===== src/rtl/posit_weight_streamer.sv =====
// Serial posit weight transmitter: buffers {weight, activation} pairs in a 2-entry FIFO
// and streams each weight MSB-first with the set/precision controls for fp_posit_mul.
module posit_weight_streamer #(
  parameter int              ACT_WIDTH = 16,
  parameter int              WGT_WIDTH = 16,
  parameter logic [3:0]      PREC_RST  = 4'd4
) (
  input  logic                 clk,
  input  logic                 rst,
  input  logic                 in_valid,
  output logic                 in_ready,
  input  logic [WGT_WIDTH-1:0] weight_in,
  input  logic [ACT_WIDTH-1:0] act_in,
  input  logic                 cfg_load,
  input  logic [3:0]           cfg_prec,
  output logic                 cfg_ready,
  output logic [ACT_WIDTH-1:0] act,
  output logic                 w,
  output logic                 valid,
  output logic                 set,
  output logic [3:0]           precision,
  output logic                 word_last
);

  typedef enum logic [1:0] {
    S_IDLE,
    S_SET,
    S_STREAM
  } state_t;

  state_t                 state, state_nxt;
  logic [WGT_WIDTH-1:0]   fifo_wgt [2];
  logic [ACT_WIDTH-1:0]   fifo_act [2];
  logic                   rd_ptr, wr_ptr;
  logic [1:0]             count;
  logic [WGT_WIDTH-1:0]   shift_reg;
  logic [3:0]             bit_cnt;
  logic [3:0]             eff_n;
  logic [WGT_WIDTH-1:0]   head_wgt;
  logic [WGT_WIDTH-1:0]   word_mask;
  logic                   push, pop, cfg_accept;

  // Precisions 0 and 1 are too narrow for a posit; they stream as 2-bit words.
  assign eff_n      = (precision < 4'd2) ? 4'd2 : precision;
  assign head_wgt   = fifo_wgt[rd_ptr];
  assign word_mask  = ~({WGT_WIDTH{1'b1}} << eff_n);

  assign in_ready   = (count < 2'd2);
  assign cfg_ready  = (state == S_IDLE) && (count == 2'd0);
  assign push       = in_valid && in_ready;
  assign cfg_accept = cfg_load && cfg_ready;

  always_comb begin
    // NOTE: defaults first so every path assigns every signal and no latch is inferred.
    state_nxt = state;
    pop       = 1'b0;
    case (state)
      S_IDLE: begin
        if (cfg_accept) begin
          state_nxt = S_SET;
        end else if (count != 2'd0) begin
          pop       = 1'b1;
          state_nxt = S_STREAM;
        end
      end
      S_SET: state_nxt = S_IDLE;
      S_STREAM: begin
        if (bit_cnt == 4'd0) begin
          if (count != 2'd0) pop = 1'b1;
          else               state_nxt = S_IDLE;
        end
      end
      default: state_nxt = S_IDLE;
    endcase
  end

  // NOTE: the FIFO storage has no reset; entries are only read behind count, which is reset.
  always_ff @(posedge clk) begin
    if (push) begin
      fifo_wgt[wr_ptr] <= weight_in;
      fifo_act[wr_ptr] <= act_in;
    end
  end

  always_ff @(posedge clk or negedge rst) begin
    if (!rst) begin
      state     <= S_IDLE;
      rd_ptr    <= 1'b0;
      wr_ptr    <= 1'b0;
      count     <= 2'd0;
      precision <= PREC_RST;
      shift_reg <= '0;
      bit_cnt   <= 4'd0;
      act       <= '0;
      w         <= 1'b0;
      valid     <= 1'b0;
      set       <= 1'b0;
      word_last <= 1'b0;
    end else begin
      // NOTE: non-blocking assignments so every register samples pre-edge values.
      state <= state_nxt;
      if (push) wr_ptr <= ~wr_ptr;
      if (pop)  rd_ptr <= ~rd_ptr;
      if (push && !pop)      count <= count + 2'd1;
      else if (!push && pop) count <= count - 2'd1;

      if (cfg_accept) precision <= cfg_prec;
      set <= cfg_accept;

      if (pop) begin
        shift_reg <= head_wgt & word_mask;
        bit_cnt   <= eff_n - 4'd1;
        w         <= head_wgt[eff_n - 4'd1];
        act       <= fifo_act[rd_ptr];
        valid     <= 1'b1;
        word_last <= 1'b0;
      end else if (state == S_STREAM && bit_cnt != 4'd0) begin
        bit_cnt   <= bit_cnt - 4'd1;
        w         <= shift_reg[bit_cnt - 4'd1];
        valid     <= 1'b1;
        word_last <= (bit_cnt == 4'd1);
      end else begin
        w         <= 1'b0;
        valid     <= 1'b0;
        word_last <= 1'b0;
      end
    end
  end

endmodule


===== config.mk =====
export PLATFORM = sky130hd
export DESIGN_NAME = posit_weight_streamer
export DESIGN_NICKNAME = d
export VERILOG_FILES = /design/src/rtl/posit_weight_streamer.sv
export SDC_FILE = /design/constraint.sdc
export NUM_CORES = 1
export LEC_CHECK = 0
export CAP_MARGIN = 20
export CORE_ASPECT_RATIO = 1.1
export CORE_MARGIN = 4
export CORE_UTILIZATION = 40
export DETAILED_ROUTE_END_ITERATION = 8
export GPL_TIMING_DRIVEN = 0
export SYNTH_ARGS = -nofsm -noshare
export SYNTH_HDL_FRONTEND = slang
export SYNTH_SLANG_ARGS = --single-unit
export TNS_END_PERCENT = 5

===== constraint.sdc =====
create_clock -name clk -period 6.15 [get_ports clk]
set_input_delay 0.9225 -clock clk [delete_from_list [all_inputs] [get_ports clk]]
set_output_delay 0.9225 -clock clk [all_outputs]
set_load 0.005 [all_outputs]

==> flow_metrics.tcl <==
set metrics [dict create \
    fin_nets 445 \
    area_growth_pct 32.4 \
    maxSlewViolCount 0 \
    rows 40 \
    ios 66 \
    clk_pin_slew_worst_paths_ps 50 \
    synth_area_per_cell_um2 14.8 \
    overflow 0 \
    end_kind "flip-flop" \
    rsz0062_at_grt "no" \
    start_util_pct 41.6 \
    dp.cells 527 \
    finClkSkew_ps 6.34 \
    vias 2769 \
    antenna_found_initial 0 \
    crit_path_max_incr_delay_ps 430 \
    finalCritPeriodShare_pct 44.6 \
    worst_ep_required_time_ps 6470 \
    fin_cells 559 \
    gp_congestion 0.845 \
    dieArea_um2 13300 \
    htreeDepth 4 \
    cts-root-buf "clkbuf_16" \
    crit_chain "buf_2 > inv_1 > ha_1 > or3b_4 > a211oi_4 > inv_2 > buf_6 > buf_2 > ha_1 > xor2_1 > nor2_1 > xnor2_1" \
    drt_first_pass_iters 4 \
    synth_cell_types 43 \
    synth_area_um2 4620 \
    finalHoldViolCount 0 \
    reg.largest.list "fifo_act: 32 flops, fifo_wgt: 32 flops, act: 16 flops" \
    crit_fanout 10 \
    post_cts_buffers 0 \
    grt_pass1_vias 2934 \
    startpoint_type "flip-flop" \
    die_h_um 121 \
    r2r_slack_ps 3410 \
    max-slew-margin-rel_pct 44.3 \
    cts.repair.resized 0 \
    viasPerCell 4.95 \
    seq_area_frac_synth_pct 68.2 \
    syn-num-nets 359 \
    numCtsBuffers 17 \
    cts_tree "built" \
    ant_nets 0 \
    final_cell_mix "edfxtp_1 (64), clkdlybuf4s50_1 (64), dfrtp_1 (48)" \
    hold_buffers 0 \
    port_buffers 65 \
    cp.arrival_ps 3070 \
    yosys_warnings 0 \
    synthCells 313 \
    cap_violations 0 \
    crit_type "flip-flop to flip-flop" \
    r2r_cells 12 \
    whs_path_depth 1 \
    leakage_nw 2.46 \
    worstMarginPinSlew_ps 836 \
    grt_start_max_net_pins 33 \
    grt_pass1_wl_mm 15.1 \
    clk_path_buf_depth 2 \
    layout-drive-gt1-share_pct 15.3 \
    fin_hold_ws_ps 479 \
    clkLatencyLatePin_ps 400 \
    irDropWorstVdd_mv 0.256 \
    hold_path_class "flip-flop to flip-flop" \
    setup_tns_ps 0 \
    dpl.hpwl_mm 6.27 \
    wl_per_cell_um 16.4 \
    drc 0 \
    max_freq_ghz 0.365 \
    status "finished, final reports clean" \
    wl_mm 9.16 \
    fp.coreArea_um2 11100 \
    synth_seq_cells 113 \
    setup_viol 0 \
    fin_crit_ps 2740 \
    die_w_um 110 \
    antenna_cells 0 \
    track_usage_pct 14.6 \
    cts_sinks 113 \
    cp_slowest_cell "or3b_4" \
    drtIter0Drc 113 \
    power_density_nw_per_um2 536 \
]
-- routing by layer --
metal,global-route usage (%),up-vias,wire length [um]
met5,0,-,0
met4,5.08,0,120
met3,5.66,10,615
met2,23.8,79,4470
met1,17.6,1350,3960
li1,-,1330,-
-- critical path: cells and delay by family (launching register included) --
family	cells	cell delay [ps]
buffers and inverters	5	740
AND/OR/NAND/NOR	2	550
adder cells (fa/ha/maj)	2	430
flip-flops	1	370
AO/OA/AOI/OAI	1	330
XOR/XNOR	2	260
-- logic make-up after synthesis --
kind of cell	Yosys count	share of synthesized area, %
AOI/OAI and AO/OA	50	7.61
adders and majority gates	6	1.62
DFF	113	68.2
muxes	46	12.0
xor gates and xnor gates	8	1.52
and+or+nand+nor	64	6.31
buffers and inverters	26	2.82
-- final cells by class --
type / count / area (um2)
plain buffers: 16 / 92.6
fillers: 960 / 4990
repair buffers: 67 / 686
inverters: 10 / 37.5
multi-input cells: 174 / 1350
flip-flops and latches: 113 / 3150
clock inverters: 12 / 164
well taps: 147 / 184
clock buffers: 20 / 457
-- path summary, 6_finish.rpt --
kind	from	end
setup reg to reg	bit_cnt[0]	count[1]
hold reg to reg	shift_reg[0]	shift_reg[0]
setup / recovery	bit_cnt[0]	count[1]
min in group asynchronous	rst	shift_reg[12]
max in group asynchronous	rst	act[4]
hold / removal	shift_reg[0]	shift_reg[0]
-- synthesized netlist by cell type (all sizes together) --
| master | n | share of area (%) |
|---|---|---|
| a2111oi | 1 | 0.19 |
| a211oi | 2 | 0.60 |
| a21o | 2 | 0.32 |
| a21oi | 3 | 0.32 |
| a221o | 1 | 0.22 |
| and2 | 3 | 0.41 |
| and3b | 1 | 0.19 |
| buf | 11 | 1.6 |
| clkbuf | 5 | 0.41 |
| dfrtp | 48 | 26 |
| dfstp | 1 | 0.57 |
| edfxtp | 64 | 42 |
| ha | 6 | 1.6 |
| inv | 10 | 0.81 |
| mux2 | 4 | 0.97 |
| mux2i | 35 | 7.6 |
| mux4 | 7 | 3.4 |
| nand2 | 40 | 3.2 |
| nand2b | 1 | 0.14 |
| nand3 | 2 | 0.22 |
| nand3b | 1 | 0.16 |
| nand4 | 2 | 0.27 |
| nor2 | 6 | 0.49 |
| nor2b | 2 | 0.27 |
| nor3 | 2 | 0.22 |
| nor4 | 1 | 0.14 |
| nor4b | 1 | 0.19 |
| o211ai | 1 | 0.16 |
| o21ai | 23 | 2.5 |
| o221ai | 2 | 0.38 |
| o31ai | 14 | 2.6 |
| o41ai | 1 | 0.35 |
| or3 | 1 | 0.14 |
| or3b | 1 | 0.24 |
| xnor2 | 4 | 0.76 |
| xor2 | 4 | 0.76 |
-- power breakdown --
part	total, W	internal (W)	switching [W]
combinational	0.00111	0.000535	0.000571
clock	0.00101	0.000693	0.000321
sequential	0.00116	0.00104	0.000120
-- stage by stage --
stage | util [%] | total power (W) | setup slack, ps | area, um2
CTS | 55.1 | 0.00331 | 3390 | 6120
global placement | 49.1 | 0.00226 | 1650 | 5460
finish | 55.1 | 0.00328 | 3410 | 6120
global route | 55.1 | 0.00348 | 3210 | 6120
floorplan | - | 0.00187 | 3070 | 4620
detailed placement | 49.5 | 0.00229 | 3300 | 5500
Note: power is estimated with default switching activity, not from simulation.
